File: src/rtl/mc_ctrl.sv
// mc_ctrl - multi-cycle control FSM for the alu datapath.
// Sequences IF/ID/EXE/MEM/WB, drives ALUOp and operand selects, resolves
// branches from the ALU Zero flag, and handshakes with a single-port
// instruction/data memory. A wait counter bounds every memory handshake.
//
// Optional feature: define MC_CTRL_PERF_EN to add the cyc_cnt / instret
// performance counters (and the CNT_W parameter). Without it those ports
// and counters do not exist; everything else behaves identically.
module mc_ctrl #(
  parameter int WAIT_MAX = 16
`ifdef MC_CTRL_PERF_EN
  ,
  parameter int CNT_W    = 32
`endif
) (
  input  logic       clk,
  input  logic       rst,
  input  logic [5:0] op,
  input  logic [5:0] funct,
  input  logic       zero,
  input  logic       mem_rdy,
  output logic       mem_req,
  output logic       mem_we,
  output logic       ir_write,
  output logic       pc_write,
  output logic [1:0] pc_src,
  output logic [3:0] alu_op,
  output logic       alu_srca,
  output logic [1:0] alu_srcb,
  output logic       ext_sign,
  output logic       reg_write,
  output logic [1:0] reg_dst,
  output logic [1:0] wd_sel,
  output logic       illegal,
  output logic       mem_err,
  output logic [2:0] state
`ifdef MC_CTRL_PERF_EN
  ,
  output logic [CNT_W-1:0] cyc_cnt,
  output logic [CNT_W-1:0] instret
`endif
);

  // ALUOp codes shared with the alu block.
  localparam logic [3:0] ALU_NOP  = 4'd0;
  localparam logic [3:0] ALU_ADD  = 4'd1;
  localparam logic [3:0] ALU_SUB  = 4'd2;
  localparam logic [3:0] ALU_AND  = 4'd3;
  localparam logic [3:0] ALU_OR   = 4'd4;
  localparam logic [3:0] ALU_XOR  = 4'd5;
  localparam logic [3:0] ALU_NOR  = 4'd6;
  localparam logic [3:0] ALU_SLT  = 4'd7;
  localparam logic [3:0] ALU_SLTU = 4'd8;
  localparam logic [3:0] ALU_SLL  = 4'd9;
  localparam logic [3:0] ALU_SRL  = 4'd10;
  localparam logic [3:0] ALU_SRA  = 4'd11;
  localparam logic [3:0] ALU_SLLV = 4'd12;
  localparam logic [3:0] ALU_LUI  = 4'd13;

  // Primary opcodes.
  localparam logic [5:0] OP_R    = 6'b000000;
  localparam logic [5:0] OP_J    = 6'b000010;
  localparam logic [5:0] OP_JAL  = 6'b000011;
  localparam logic [5:0] OP_BEQ  = 6'b000100;
  localparam logic [5:0] OP_BNE  = 6'b000101;
  localparam logic [5:0] OP_ADDI = 6'b001000;
  localparam logic [5:0] OP_SLTI = 6'b001010;
  localparam logic [5:0] OP_ANDI = 6'b001100;
  localparam logic [5:0] OP_ORI  = 6'b001101;
  localparam logic [5:0] OP_LUI  = 6'b001111;
  localparam logic [5:0] OP_LW   = 6'b100011;
  localparam logic [5:0] OP_SW   = 6'b101011;

  // R-type funct codes.
  localparam logic [5:0] F_SLL  = 6'b000000;
  localparam logic [5:0] F_SRL  = 6'b000010;
  localparam logic [5:0] F_SRA  = 6'b000011;
  localparam logic [5:0] F_SLLV = 6'b000100;
  localparam logic [5:0] F_ADD  = 6'b100000;
  localparam logic [5:0] F_SUB  = 6'b100010;
  localparam logic [5:0] F_AND  = 6'b100100;
  localparam logic [5:0] F_OR   = 6'b100101;
  localparam logic [5:0] F_XOR  = 6'b100110;
  localparam logic [5:0] F_NOR  = 6'b100111;
  localparam logic [5:0] F_SLT  = 6'b101010;
  localparam logic [5:0] F_SLTU = 6'b101011;

  // Wait counter only needs to reach WAIT_MAX.
  localparam int WAIT_W = (WAIT_MAX < 2) ? 1 : $clog2(WAIT_MAX + 1);

  typedef enum logic [2:0] {
    S_IF  = 3'd0,
    S_ID  = 3'd1,
    S_EXE = 3'd2,
    S_MEM = 3'd3,
    S_WB  = 3'd4
  } state_t;

  state_t              r_state;
  state_t              w_next;
  logic [WAIT_W-1:0]   r_wait;
  logic                w_mem_phase;
  logic                w_timeout;
  logic                w_restart;
  logic [3:0]          w_r_alu_op;
  logic                w_r_legal;
  logic                w_op_legal;
  logic                w_is_r;
  logic                w_is_lw;
  logic                w_is_sw;

  assign w_is_r  = (op == OP_R);
  assign w_is_lw = (op == OP_LW);
  assign w_is_sw = (op == OP_SW);

  assign state = r_state;

  // IF and MEM are the only states that wait on the memory handshake.
  assign w_mem_phase = (r_state == S_IF) || (r_state == S_MEM);

  // Timeout fires once the counter has seen WAIT_MAX idle cycles and memory
  // is still not ready; a ready in that same cycle completes normally.
  generate
    if (WAIT_MAX == 0) begin : g_no_timeout
      assign w_timeout = 1'b0;
    end else begin : g_timeout
      assign w_timeout = !rst && w_mem_phase && !mem_rdy &&
                         (r_wait == WAIT_W'(WAIT_MAX));
    end
  endgenerate

  // Any state change (or the IF->IF timeout retry) starts a fresh wait window.
  assign w_restart = (w_next != r_state) || w_timeout;

  // R-type funct decode to ALUOp plus a legality flag for ID.
  always_comb begin
    w_r_alu_op = ALU_NOP;
    w_r_legal  = 1'b1;
    case (funct)
      F_ADD:   w_r_alu_op = ALU_ADD;
      F_SUB:   w_r_alu_op = ALU_SUB;
      F_AND:   w_r_alu_op = ALU_AND;
      F_OR:    w_r_alu_op = ALU_OR;
      F_SLT:   w_r_alu_op = ALU_SLT;
      F_SLTU:  w_r_alu_op = ALU_SLTU;
      F_SLL:   w_r_alu_op = ALU_SLL;
      F_SRL:   w_r_alu_op = ALU_SRL;
      F_SRA:   w_r_alu_op = ALU_SRA;
      F_SLLV:  w_r_alu_op = ALU_SLLV;
      F_NOR:   w_r_alu_op = ALU_NOR;
      F_XOR:   w_r_alu_op = ALU_XOR;
      default: w_r_legal  = 1'b0;
    endcase
  end

  // Opcode legality check used by ID.
  always_comb begin
    w_op_legal = 1'b0;
    case (op)
      OP_R:    w_op_legal = w_r_legal;
      OP_J, OP_JAL, OP_BEQ, OP_BNE,
      OP_ADDI, OP_SLTI, OP_ANDI, OP_ORI, OP_LUI,
      OP_LW, OP_SW:
               w_op_legal = 1'b1;
      default: w_op_legal = 1'b0;
    endcase
  end

  // State register; async reset returns the sequencer to IF immediately.
  always_ff @(posedge clk or posedge rst) begin
    if (rst) begin
      r_state <= S_IF;
    end else begin
      r_state <= w_next;
    end
  end

  // Memory wait counter: cleared on entry to a state, counts idle cycles.
  always_ff @(posedge clk or posedge rst) begin
    if (rst) begin
      r_wait <= '0;
    end else if (w_restart) begin
      r_wait <= '0;
    end else if (w_mem_phase && !mem_rdy) begin
      r_wait <= r_wait + WAIT_W'(1);
    end
  end

  // Next-state and Moore control decode; everything is held at 0 during reset.
  always_comb begin
    w_next    = r_state;
    mem_req   = 1'b0;
    mem_we    = 1'b0;
    ir_write  = 1'b0;
    pc_write  = 1'b0;
    pc_src    = 2'b00;
    alu_op    = ALU_NOP;
    alu_srca  = 1'b0;
    alu_srcb  = 2'b00;
    ext_sign  = 1'b0;
    reg_write = 1'b0;
    reg_dst   = 2'b00;
    wd_sel    = 2'b00;
    illegal   = 1'b0;
    mem_err   = 1'b0;
    if (!rst) begin
      case (r_state)
        S_IF: begin
          // Fetch and compute PC+4 in parallel.
          mem_req  = 1'b1;
          alu_srca = 1'b0;
          alu_srcb = 2'b01;
          alu_op   = ALU_ADD;
          if (mem_rdy) begin
            ir_write = 1'b1;
            pc_write = 1'b1;
            pc_src   = 2'b00;
            w_next   = S_ID;
          end else if (w_timeout) begin
            mem_err = 1'b1;
            w_next  = S_IF;
          end
        end
        S_ID: begin
          // Speculatively compute the branch target into ALUOut.
          alu_srca = 1'b0;
          alu_srcb = 2'b11;
          ext_sign = 1'b1;
          alu_op   = ALU_ADD;
          if (op == OP_J) begin
            pc_write = 1'b1;
            pc_src   = 2'b10;
            w_next   = S_IF;
          end else if (op == OP_JAL) begin
            pc_write  = 1'b1;
            pc_src    = 2'b10;
            reg_write = 1'b1;
            reg_dst   = 2'b10;
            wd_sel    = 2'b10;
            w_next    = S_IF;
          end else if (!w_op_legal) begin
            illegal = 1'b1;
            w_next  = S_IF;
          end else begin
            w_next = S_EXE;
          end
        end
        S_EXE: begin
          case (op)
            OP_R: begin
              alu_srca = 1'b1;
              alu_srcb = 2'b00;
              alu_op   = w_r_alu_op;
              w_next   = S_WB;
            end
            OP_ADDI, OP_SLTI: begin
              alu_srca = 1'b1;
              alu_srcb = 2'b10;
              ext_sign = 1'b1;
              alu_op   = (op == OP_ADDI) ? ALU_ADD : ALU_SLT;
              w_next   = S_WB;
            end
            OP_ANDI, OP_ORI: begin
              alu_srca = 1'b1;
              alu_srcb = 2'b10;
              ext_sign = 1'b0;
              alu_op   = (op == OP_ANDI) ? ALU_AND : ALU_OR;
              w_next   = S_WB;
            end
            OP_LUI: begin
              alu_srca = 1'b1;
              alu_srcb = 2'b10;
              ext_sign = 1'b0;
              alu_op   = ALU_LUI;
              w_next   = S_WB;
            end
            OP_LW, OP_SW: begin
              // Effective address = rs + sign-extended offset.
              alu_srca = 1'b1;
              alu_srcb = 2'b10;
              ext_sign = 1'b1;
              alu_op   = ALU_ADD;
              w_next   = S_MEM;
            end
            OP_BEQ, OP_BNE: begin
              // Compare rs/rt; the target was already latched in ID.
              alu_srca = 1'b1;
              alu_srcb = 2'b00;
              alu_op   = ALU_SUB;
              pc_src   = 2'b01;
              pc_write = (op == OP_BEQ) ? zero : ~zero;
              w_next   = S_IF;
            end
            default: w_next = S_IF;
          endcase
        end
        S_MEM: begin
          mem_req = 1'b1;
          mem_we  = w_is_sw;
          if (mem_rdy) begin
            w_next = w_is_sw ? S_IF : S_WB;
          end else if (w_timeout) begin
            mem_err = 1'b1;
            w_next  = S_IF;
          end
        end
        S_WB: begin
          reg_write = 1'b1;
          reg_dst   = w_is_r ? 2'b01 : 2'b00;
          wd_sel    = w_is_lw ? 2'b01 : 2'b00;
          w_next    = S_IF;
        end
        default: w_next = S_IF;
      endcase
    end
  end

`ifdef MC_CTRL_PERF_EN
  logic w_retire;

  // An instruction retires when control returns to IF by a normal path.
  assign w_retire = (w_next == S_IF) && (r_state != S_IF) && !illegal && !mem_err;

  // Free-running cycle counter and retired-instruction counter.
  always_ff @(posedge clk or posedge rst) begin
    if (rst) begin
      cyc_cnt <= '0;
      instret <= '0;
    end else begin
      cyc_cnt <= cyc_cnt + CNT_W'(1);
      if (w_retire) begin
        instret <= instret + CNT_W'(1);
      end
    end
  end
`endif

endmodule

File: config.mk
export PLATFORM = sky130hd
export DESIGN_NAME = mc_ctrl
export DESIGN_NICKNAME = d
export VERILOG_FILES = /design/src/rtl/mc_ctrl.sv
export SDC_FILE = /design/constraint.sdc
export NUM_CORES = 1
export LEC_CHECK = 0
export ABC_AREA = 1
export BUFFER_PORTS_ARGS = -buffer_cell sky130_fd_sc_hd__buf_4
export CORE_MARGIN = 2
export CORE_UTILIZATION = 45
export DETAILED_ROUTE_END_ITERATION = 12
export GPL_ROUTABILITY_DRIVEN = 0
export GPL_TIMING_DRIVEN = 0
export HOLD_SLACK_MARGIN = 0.06
export PLACE_DENSITY = 0.73
export SYNTH_ARGS = -nofsm -noshare
export SYNTH_HDL_FRONTEND = slang
export SYNTH_SLANG_ARGS = --single-unit
File: constraint.sdc
create_clock -name clk -period 1.5 [get_ports clk]
set_clock_uncertainty 0.2 [all_clocks]
set_input_delay 0.225 -clock clk [delete_from_list [all_inputs] [get_ports clk]]
set_output_delay 0.225 -clock clk [all_outputs]
set_load 0.02 [all_outputs]
==> results of run 1 <==
==> layout by cell type, fill, tap and decap left out <==
| master | synthesis | final |
|---|---|---|
| nand3_2 | 4 | 7 |
| o21ai_2 | 0 | 5 |
| o211ai_1 | 1 | 1 |
| inv_4 | 0 | 1 |
| buf_4 | 1 | 41 |
| clkinv_2 | 0 | 1 |
| a31oi_1 | 2 | 2 |
| clkbuf_4 | 0 | 3 |
| nor2_2 | 1 | 11 |
| nand3_1 | 23 | 16 |
| o21ai_4 | 0 | 1 |
| xor2_1 | 2 | 2 |
| nor3_1 | 11 | 5 |
| inv_1 | 31 | 21 |
| or2_2 | 1 | 1 |
| ha_1 | 2 | 2 |
| nand4_1 | 5 | 5 |
| o21ai_0 | 8 | 4 |
| xnor2_1 | 1 | 1 |
| nor2_1 | 41 | 26 |
| a211oi_2 | 0 | 1 |
| and2_2 | 1 | 1 |
| nor3_4 | 0 | 2 |
| dlygate4sd3_1 | 0 | 1 |
| a21oi_2 | 0 | 3 |
| nand2_1 | 48 | 39 |
| dfrtp_2 | 0 | 3 |
| clkbuf_1 | 1 | 2 |
| nand4_4 | 1 | 1 |
| nand3_4 | 0 | 4 |
| clkinv_4 | 0 | 1 |
| buf_6 | 1 | 25 |
| nor2_4 | 2 | 7 |
| nor3_2 | 0 | 4 |
| dfrtp_1 | 8 | 5 |
| a21oi_1 | 5 | 2 |
| inv_2 | 2 | 10 |
| nand2_2 | 2 | 11 |
==> cell families after synthesis <==
family / synth area share
and+or+nand+nor: 0.564
buffers and inverters: 0.130
AOI/OAI and AO/OA: 0.0887
DFF: 0.173
xor gates and xnor gates: 0.0227
adders and majority gates: 0.0216
==> stage by stage <==
step | power (W) | util | std cells | cell area, sq um
2_1_floorplan | 0.000565 | - | 209 | 1210
3_3_place_gp | 0.000712 | 0.625 | 277 | 1540
3_5_place_dp | 0.000720 | 0.625 | 277 | 1540
4_1_cts | 0.00109 | 0.779 | 302 | 1910
5_1_grt | 0.00127 | 0.836 | 308 | 2050
6_report | 0.00120 | 0.836 | 308 | 2050
==> per-layer routing <==
metal	wire length [um]	vias up	global-route usage
li1	-	807	-
met2	2330	118	0.500
met3	397	20	0.0355
met1	1820	788	0.363
met4	165	0	0.0917
met5	0	-	0
==> state kept, by name, indices dropped and copies added (netlist names) <==
name and flops:
r_wait 5, state 3
==> layout make-up <==
cell class | instances | area [sq um] | share of cell area
buffer | 3 | 26.3 | 0.0128
sequential | 8 | 204 | 0.0994
clock buffer | 4 | 26.3 | 0.0128
timing repair buffer | 65 | 577 | 0.281
multi-input combinational | 164 | 1040 | 0.509
tap | 30 | 37.5 | 0.0183
inverter | 34 | 136 | 0.0665
==> path summary, 6_finish.rpt <==
| check | endpoint | start | slack, ns |
|---|---|---|---|
| max | wd_sel[1] | state[1] | -0.56 |
| min | state[0] | rst | 0.11 |
| max reg2reg | r_wait[4] | state[2] | -0.44 |
| min reg2reg | r_wait[3] | r_wait[3] | 0.35 |
| max in group asynchronous | state[1] | rst | 0.28 |
| min in group asynchronous | r_wait[1] | rst | 0.48 |
==> tightest hold or removal path, delay by kind of cell <==
family,cells,cell delay (ns)
buffers and inverters,1,0.13
AND/OR/NAND/NOR,1,0.12
AO/OA/AOI/OAI,1,0.05
==> repair_timing <==
action	CTS	global route
pin swaps	21	11
hold endpoints to repair	8	0
setup buffers	20	6
hold buffers	1	0
gates resized for setup	55	25
gates cloned	0	0
endpoints found under the setup margin	28	30
==> power by group <==
group          internal [W]  switching, W  total, W
Sequential         0.000243     0.0000294  0.000272
Clock              0.000102     0.0000820  0.000184
Combinational      0.000329      0.000413  0.000742
==> summary.md, run 1 <==
| Metric | Value |
|---|---|
| Avg Cell Area, Syn | 5.53 sq um |
| Area growth syn-to-layout | 77.5% |
| Main flop type after synthesis | dfrtp_1 |
| Setup CP Type | register to primary output |
| Levels on crit path | 7 |
| Startpoint Class | register |
| Cells after synthesis | 209 |
| Yosys reg bits | 8 |
| Leakage | 1.06 nW |
| Critical-path top delay cell | dfrtp_2 |
| Vias in the first global route | 1472 |
| WP data required | 1.07 ns |
| CP bufs+invs | 3 |
| DPL Wire Length | 2560 um |
| Boundary Pins | 40 |
| Antenna Cells | 0 |
| Total wire length | 4720 um |
| CTS clk-pin slew, worst paths | 0.07 ns |
| Max-Cap Viols | 0 |
| Max FO, Critical Path | 6 |
| Power Dens Cells | 584 nW/um^2 |
| Worst VDD drop | 0.738 mV |
| Synth area leaders | dfrtp_1, nand2_1, nor2_1 |
| Slew Viols, Final | 0 |
| Sequential-to-total area share from yosys stat | 0.173 |
| Asr flop ratio synth | 1.00 |
| Share of cells above drive strength 1 | 0.518 |
| Largest net degree at the start of global routing | 11 |
| H-tree lvl count | 1 |
| Cell family contributing the most delay on the critical path | simple AND/OR/NAND/NOR gates |
| Vias | 1733 |
| Top cells by count, synth | nand2_1, nor2_1, inv_1, nand3_1, nor3_1 |
| Least-Margin Pin Slew | 0.758 ns |
| Final WS setup | -0.557 ns |
| Drt initial violations | 56 |
| Post-synth cell types | 28 |
| Nets | 297 |
| DR vias/cell | 5.63 |
| Antenna violations before repair | 0 |
| Ys Warns | 0 |
| Post-Route Hold Slack | 0.106 ns |
| Drt drc | 0 |
| Wire per inst | 15.3 um |
| Core box area | 2450 sq um |
| R2R cell count | 12 |
| Area share of the largest cell type after synthesis | 0.173 |
| Synthesized Nets | 227 |
| Peak Freq | 486 MHz |
| DIE AREA | 2990 sq um |
| Most common cell in the synthesized netlist | nand2_1 |
| Post-synth EDFFs | 0 |
| Final setup viols | 30 |
| Worst-Skew Late Latency | 0.26 ns |
| Violated checks | negative setup slack |
| Critical Path Sink Type | primary output |
| First-pass GRT wire length | 6330 um |
| Final period util | 1.37 |
| Die width | 54.7 um |
| Setup TNS | -10.94 ns |
| WHS Path Cells | 3 |
| Initial Util | 0.471 |
| Hold crit path type | input port to register |
| CTS tree | built |
| Fin. Hold Viols | 0 |
| Clock Path Buffers | 2 |
| Core Rows | 18 |
| Clock sinks | 8 |
| Post-Syn Area | 1160 sq um |
| Grt total ovfl | 0 |
| Slew margin rel. | 0.495 |
| Die height | 54.7 um |
| Router iterations before antenna repair | 5 |
| Global Route Usage Sum | 0.287 |
| Status | complete, but fails checks |
| Minimum clock period | 2.06 ns |
| Unrepaired setup endpoints after global routing | true |
| Synth area leader | dfrtp_1 |
| Crit-path cells | nor2_4 > nand2_2 > inv_2 > nand4_1 > nor2_4 > buf_6 > buf_6 |
| Post-route ant nets | 0 |
| Fillers | 153 |
| Clock root buffer | clkbuf_4 |
| Cts bufs inserted | 3 |
| Crit path DAT | 1.63 ns |
| Buffers on Ports | 38 |
| Critical Path Max Stage Delay | 0.45 ns |
| Pre-CTS setup slack | -0.477 ns |
Note: power is estimated with default switching activity, not from simulation.
==> inputs of run 2 (changes only) <==
==> config.mk (replaced) <==
export PLATFORM = sky130hd
export DESIGN_NAME = mc_ctrl
export DESIGN_NICKNAME = d
export VERILOG_FILES = /design/src/rtl/mc_ctrl.sv
export SDC_FILE = /design/constraint.sdc
export NUM_CORES = 1
export LEC_CHECK = 0
export BUFFER_PORTS_ARGS = -buffer_cell sky130_fd_sc_hd__buf_4
export CORE_MARGIN = 2
export CORE_UTILIZATION = 47
export DETAILED_ROUTE_END_ITERATION = 12
export GPL_ROUTABILITY_DRIVEN = 0
export GPL_TIMING_DRIVEN = 0
export HOLD_SLACK_MARGIN = 0.06
export PLACE_DENSITY = 0.74
export SYNTH_ARGS = -nofsm -noshare
export SYNTH_HDL_FRONTEND = slang
export SYNTH_SLANG_ARGS = --single-unit
==> summary.md, run 2 <==
| Metric | Value |
|---|---|
| Status | complete, but fails checks (unchanged) |
| Violated checks | negative setup slack (unchanged) |
| Critical-path top delay cell | or4b_4 (was dfrtp_2) |
| Worst VDD drop | 0.881 mV (was 0.738 mV) |
| Hold crit path type | input port to register (unchanged) |
| Nets | 289 (was 297) |
| Power, Total | 0.00154 W (was 0.00120 W) |
| Final period util | 1.51 (was 1.37) |
| Initial Util | 0.493 (was 0.471) |
| Largest register by flop count | r_wait (unchanged) |
| Post-Route Hold Slack | 0.205 ns (was 0.106 ns) |
| Global Route Usage Sum | 0.323 (was 0.287) |
| Post-synth EDFFs | 0 (unchanged) |
| Sequential-to-total area share from yosys stat | 0.149 (was 0.173) |
| Unrepaired setup endpoints after global routing | true (unchanged) |
| Max-Cap Viols | 0 (unchanged) |
| Setup CP Type | register to primary output (unchanged) |
| Vias | 2278 (was 1733) |
| Post-synth cell types | 56 (was 28) |
| Crit path DAT | 1.84 ns (was 1.63 ns) |
| Core Rows | 19 (was 18) |
| First-pass GRT wire length | 8260 um (was 6330 um) |
| Total wire length | 8310 um (was 4720 um) |
| Avg Cell Area, Syn | 7.13 sq um (was 5.53 sq um) |
| Antenna Cells | 0 (unchanged) |
| Post-route ant nets | 0 (unchanged) |
| Fin cells | 301 (was 308) |
| Critical Path Max Stage Delay | 0.62 ns (was 0.45 ns) |
| CP bufs+invs | 1 (was 3) |
| Drt initial violations | 340 (was 56) |
| Simple-gate share of the synthesized area | 0.441 (was 0.564) |
| Antenna violations before repair | 0 (unchanged) |
| Vias in the first global route | 1696 (was 1472) |
| Max FFs per register | 5 (unchanged) |
| Setup TNS | -17.93 ns (was -10.94 ns) |
| Router iterations before antenna repair | 5 (unchanged) |
| Yosys reg bits | 8 (unchanged) |
| Die width | 57.5 um (was 54.7 um) |
| Fin. Hold Viols | 0 (unchanged) |
| Slew Viols, Final | 0 (unchanged) |
| DPL Wire Length | 3370 um (was 2560 um) |
| Clock sinks | 8 (unchanged) |
| Main flop type after synthesis | dfrtp_1 (unchanged) |
| Compound-Gate Fraction of Synth Area | 0.252 (was 0.0887) |
| Cts bufs inserted | 3 (unchanged) |
| Most common cell in the synthesized netlist | nor2_1 (was nand2_1) |
| DR vias/cell | 7.57 (was 5.63) |
| Post-Synth Adder-Cell Area | 0.0186 (was 0.0216) |
| Max FO, Critical Path | 5 (was 6) |
| Asr flop ratio synth | 1.00 (unchanged) |
| WP data required | 1.07 ns (about the same) |
| Drt drc | 0 (unchanged) |
| Ys Warns | 0 (unchanged) |
| H-tree lvl count | 1 (unchanged) |
| Cells after synthesis | 189 (was 209) |
| Core box area | 2730 sq um (was 2450 sq um) |
| Metal3 WL | 1170 um (was 397 um) |
| Least-Margin Pin Slew | 0.538 ns (was 0.758 ns) |
| Largest family of logic cells by synthesized area | simple AND/OR/NAND/NOR gates (unchanged) |
| DIE AREA | 3310 sq um (was 2990 sq um) |
| Buffers on Ports | 37 (was 38) |
| Most frequent cells in the layout | buf_4, buf_6, nand3_1 (was buf_4, nand2_1, nor2_1) |
| Startpoint Class | register (unchanged) |
| Area share of the largest cell type after synthesis | 0.149 (was 0.173) |
| Synthesized Nets | 207 (was 227) |
| R2r setup slk | -0.61 ns (was -0.44 ns) |
| Final WS setup | -0.767 ns (was -0.557 ns) |
| Share of cells above drive strength 1 | 0.615 (was 0.518) |
| Dpl cells | 257 (was 277) |
| Area growth syn-to-layout | 94.6% (was 77.5%) |
| Minimum clock period | 2.27 ns (was 2.06 ns) |
| Largest net degree at the start of global routing | 11 (unchanged) |
| Crit-path cells | or4b_4 > a21oi_4 > and3_4 > buf_6 (was nor2_4 > nand2_2 > inv_2 > nand4_1 > nor2_4 > buf_6 > buf_6) |
| Top cells by count, synth | nor2_1, a21oi_1, nand2_1, nor3_1, nand3_1 (was nand2_1, nor2_1, inv_1, nand3_1, nor3_1) |
| Grt total ovfl | 0 (unchanged) |
| Cell family contributing the most delay on the critical path | simple AND/OR/NAND/NOR gates (unchanged) |
| Peak Freq | 441 MHz (was 486 MHz) |
| Clock Path Buffers | 2 (unchanged) |
| Top routing layer in use | met4 (unchanged) |
| Met1 wire length | 2770 um (was 1820 um) |
| Multiplexer area fraction after synthesis | 0.00743 (was 0) |
| Worst-Skew Late Latency | 0.30 ns (was 0.26 ns) |
| CTS tree | built (unchanged) |
| Power Dens Cells | 587 nW/um^2 (was 584 nW/um^2) |
| Critical Path Sink Type | primary output (unchanged) |
| Boundary Pins | 40 (unchanged) |
| Routed met2 length | 3700 um (was 2330 um) |
| Final setup viols | 30 (unchanged) |
| Synth area leader | dfrtp_1 (unchanged) |
| Wire per inst | 27.6 um (was 15.3 um) |
| Commonest non-fill, non-tap cell in the layout | buf_4 (unchanged) |
| Post-Syn Area | 1350 sq um (was 1160 sq um) |
| Leakage | 1.04 nW (was 1.06 nW) |
| Synth area leaders | dfrtp_1, a21oi_1, nor3_1 (was dfrtp_1, nand2_1, nor2_1) |
| Clock root buffer | clkbuf_4 (unchanged) |
| Slew margin rel. | 0.639 (was 0.495) |
| XOR/XNOR Fraction of Synth Area | 0.0455 (was 0.0227) |
| Die height | 57.5 um (was 54.7 um) |
| CTS clk-pin slew, worst paths | 0.07 ns (about the same) |
-- run 2: cell types whose count changed after synthesis, sizes merged, moves of 5 or more --
cell,before,now
a21oi,5,11
and3,0,7
buf,2,11
clkbuf,1,6
inv,33,8
nand2,50,11
nand2b,0,6
nand3,27,9
nor2,44,13
nor4,0,8
-- run 2: worst paths after layout --
| kind | from | endpoint | cells after the start |
|---|---|---|---|
| max | state[2] | illegal | 4 |
| min | mem_rdy | state[0] | 3 |
| max reg2reg | state[1] | r_wait[1] | 6 |
| min reg2reg | r_wait[4] | r_wait[4] | 2 |
| max in group asynchronous | rst | r_wait[2] | 4 |
| min in group asynchronous | rst | r_wait[4] | 4 |
-- run 2: worst register-to-register path, delay by kind of cell, from the launching register on --
kind            cells  cell delay, ns
compound gates      2            0.52
flops               1            0.38
buf+inv             3            0.60
simple gates        1            0.29
-- run 2: final cells by class --
cell class / instances / area, sq um
Buffer: 17 / 129
Clock buffer: 4 / 26.3
Fill cell: 60 / 111
Inverter: 8 / 36.3
Multi-Input combinational cell: 156 / 1500
Sequential cell: 8 / 204
Tap cell: 31 / 38.8
Timing Repair Buffer: 77 / 686
-- run 2: through the flow --
stage	utilization	instance area, sq um	worst slack, ns
2_1_floorplan	-	1540	-0.440
3_3_place_gp	0.678	1850	-0.646
3_5_place_dp	0.678	1850	-0.689
4_1_cts	0.800	2190	-0.737
5_1_grt	0.959	2620	-0.780
6_report	0.959	2620	-0.767
-- run 2: power breakdown --
part           switching [W]  leakage, nW  internal (W)
registers          0.0000472        0.104      0.000249
clock network       0.000102       0.0150      0.000103
logic               0.000562        0.919      0.000475
total               0.000711         1.04      0.000827
-- run 2: cells by family (layout without fill, tap and decap cells) --
logic type | Yosys count | after routing
muxes | 1 | 1
AOI/OAI and AO/OA | 48 | 48
and+or+nand+nor | 98 | 98
xor gates and xnor gates | 7 | 7
adders and majority gates | 2 | 2
DFF | 8 | 8
buffers and inverters | 25 | 106
-- run 2: routing by layer --
layer / GRT usage / up-vias
li1: - / 882
met1: 0.457 / 1028
met2: 0.494 / 278
met3: 0.0590 / 90
met4: 0.106 / 0
met5: 0 / -
-- run 2: timing repair --
action	CTS	global route
hold buffers	1	0
endpoints found under the hold margin	8	0
pin swaps	7	24
buffers inserted	16	23
gates resized for setup	37	59
endpoints found under the setup margin	28	30
==> inputs of run 3 (changes only) <==
--- a/config.mk
+++ b/config.mk
@@ -13,6 +13,9 @@
 export GPL_TIMING_DRIVEN = 0
 export HOLD_SLACK_MARGIN = 0.06
 export PLACE_DENSITY = 0.74
+export RECOVER_POWER = 25
+export SETUP_SLACK_MARGIN = 0.4
 export SYNTH_ARGS = -nofsm -noshare
 export SYNTH_HDL_FRONTEND = slang
 export SYNTH_SLANG_ARGS = --single-unit
+export TNS_END_PERCENT = 50
==> summary.md, run 3 (synthesis results as in run 2) <==
| Metric | Value |
|---|---|
| Core Rows | 19 (unchanged) |
| DIE AREA | 3310 sq um (unchanged) |
| Flop pwr share | 0.207 (was 0.193) |
| Worst-Skew Late Latency | 0.27 ns (was 0.30 ns) |
| Slew margin rel. | 0.571 (was 0.639) |
| Final setup viols | 30 (unchanged) |
| CTS clk-pin slew, worst paths | 0.06 ns (was 0.07 ns) |
| Clock network power share | 0.140 (was 0.133) |
| Critical Path Sink Type | primary output (unchanged) |
| Max FO, Critical Path | 3 (was 5) |
| Max-Cap Viols | 0 (unchanged) |
| Drt initial violations | 188 (was 340) |
| Cell family contributing the most delay on the critical path | simple AND/OR/NAND/NOR gates (unchanged) |
| First-pass GRT wire length | 7250 um (was 8260 um) |
| DPL Wire Length | 3170 um (was 3370 um) |
| Crit path DAT | 1.84 ns (about the same) |
| Global Route Usage Sum | 0.272 (was 0.323) |
| Clock root buffer | clkbuf_4 (unchanged) |
| Antenna violations before repair | 0 (unchanged) |
| Unrepaired setup endpoints after global routing | true (unchanged) |
| Critical-path top delay cell | or4b_4 (unchanged) |
| Max FFs per register | 5 (unchanged) |
| Slew Viols, Final | 0 (unchanged) |
| Router iterations before antenna repair | 8 (was 5) |
| Setup CP Type | register to primary output (unchanged) |
| Fillers | 125 (was 60) |
| Setup TNS | -15.87 ns (was -17.93 ns) |
| Cts bufs inserted | 3 (unchanged) |
| Reg area | 204 sq um (unchanged) |
| Core box area | 2730 sq um (unchanged) |
| Post-route ant nets | 0 (unchanged) |
| Commonest non-fill, non-tap cell in the layout | buf_4 (unchanged) |
| Antenna Cells | 0 (unchanged) |
| Die height | 57.5 um (unchanged) |
| Boundary Pins | 40 (unchanged) |
| Clock Path Buffers | 2 (unchanged) |
| Grt total ovfl | 0 (unchanged) |
| H-tree lvl count | 1 (unchanged) |
| Power Dens Cells | 569 nW/um^2 (was 587 nW/um^2) |
| Least-Margin Pin Slew | 0.644 ns (was 0.538 ns) |
| Area of the multi-input gates | 1370 sq um (was 1500 sq um) |
| Internal | 0.000774 W (was 0.000827 W) |
| Pre-CTS setup slack | -0.693 ns (was -0.689 ns) |
| Vias in the first global route | 1602 (was 1696) |
| Clock sinks | 8 (unchanged) |
| Die width | 57.5 um (unchanged) |
| Nets | 280 (was 289) |
| Startpoint Class | register (unchanged) |
| Final WS setup | -0.766 ns (was -0.767 ns) |
| Initial Util | 0.493 (unchanged) |
| Share of cells above drive strength 1 | 0.579 (was 0.615) |
| WP data required | 1.07 ns (about the same) |
| Violated checks | negative setup slack (unchanged) |
| Largest net degree at the start of global routing | 11 (unchanged) |
| Total wire length | 6150 um (was 8310 um) |
| DR vias/cell | 6.93 (was 7.57) |
| Fin. Hold Viols | 0 (unchanged) |
| Largest register by flop count | r_wait (unchanged) |
| Area growth syn-to-layout | 79.3% (was 94.6%) |
| Drt drc | 0 (unchanged) |
| CP most frequent cell | buf_6 |
| CTS tree | built (unchanged) |
| Wire per inst | 21.1 um (was 27.6 um) |
| Status | complete, but fails checks (unchanged) |
| Worst VDD drop | 0.758 mV (was 0.881 mV) |
| Most frequent cells in the layout | buf_4, buf_6, nand2_1 (was buf_4, buf_6, nand3_1) |
| R2r setup slk | -0.50 ns (was -0.61 ns) |
| P_sw | 0.000600 W (was 0.000711 W) |
| Hold crit path type | input port to async pin (was input port to register) |
| Final period util | 1.51 (about the same) |
| Switching part of the total | 0.437 (was 0.462) |
| Minimum clock period | 2.27 ns (about the same) |
| Buffers on Ports | 37 (unchanged) |
| Leakage | 0.984 nW (was 1.04 nW) |
| Combinational fraction of design power | 0.654 (was 0.674) |
| Vias | 2024 (was 2278) |
| Critical Path Max Stage Delay | 0.55 ns (was 0.62 ns) |
| Crit-path cells | buf_6 > or4b_4 > a21oi_4 > and3_4 > buf_6 (was or4b_4 > a21oi_4 > and3_4 > buf_6) |
| CP bufs+invs | 2 (was 1) |
| Peak Freq | 441 MHz (about the same) |
-- run 3: changes by cell type in the layout (fill, tap and decap cells not counted), moves of 2 or more --
| cell | delta |
|---|---|
| nor3_1 | +3 |
| nor3_2 | -2 |
| nor4_4 | -3 |
| buf_6 | -3 |
| nor4_1 | +4 |
| nand2_1 | +2 |
| buf_4 | -5 |
| nand2_2 | -2 |
| nor2b_2 | +2 |
| a21oi_4 | -2 |
| a21oi_2 | +2 |
-- run 3: power by group through the flow --
stage / Combinational, W / Sequential (W) / Clock [W]
after detailed placement: 0.000540 / 0.000287 / 0
after floorplan: 0.000372 / 0.000289 / 0
after CTS: 0.000642 / 0.000283 / 0.000188
after global placement: 0.000524 / 0.000286 / 0
final: 0.000898 / 0.000284 / 0.000192
after global routing: 0.000938 / 0.000286 / 0.000204
-- run 3: cell type report --
type,instances,area share
flip-flops and latches,8,0.0844
multi-input cells,156,0.569
inverters,8,0.0150
well taps,31,0.0161
clock buffers,4,0.0109
repair buffers,68,0.247
plain buffers,17,0.0580
-- run 3: tightest hold or removal path, delay by kind of cell --
family   cells  cell delay, ns
buf+inv      3            0.75
-- run 3: timing repair --
item / CTS / global route
resized for setup: 34 / 59
setup endpoints to repair: 32 / 32
hold endpoints to repair: 4 / 0
gates cloned: 0 / 0
pin swaps: 7 / 20
buffers inserted: 13 / 18
-- run 3: final timing paths --
path                            cells after the start      start   endpoint
worst min-delay path                                3        rst   state[0]
max in group asynchronous                           3        rst   state[1]
min in group clk                                    3    mem_rdy   state[0]
worst max-delay path                                5   state[1]    illegal
worst max register to register                      6   state[1]  r_wait[1]
worst min register to register                      2  r_wait[1]  r_wait[1]
-- run 3: per-layer routing --
metal  global-route usage  vias to the layer above  wire length, um
met5                    0                        -                0
met4               0.0864                        0              323
met2                0.445                      186             2900
li1                     -                      865                -
met3               0.0340                       40              637
met1                0.373                      933             2290
-- run 3: metrics by stage --
stage	hold WS (ns)	util	instance area, sq um	std cells	total power [W]
6_report	0.142	0.884	2420	292	0.00137
3_5_place_dp	0.369	0.653	1780	257	0.000827
3_3_place_gp	0.363	0.653	1780	257	0.000810
4_1_cts	0.0547	0.752	2060	274	0.00111
2_1_floorplan	0.107	-	1470	189	0.000661
5_1_grt	0.169	0.884	2420	292	0.00143
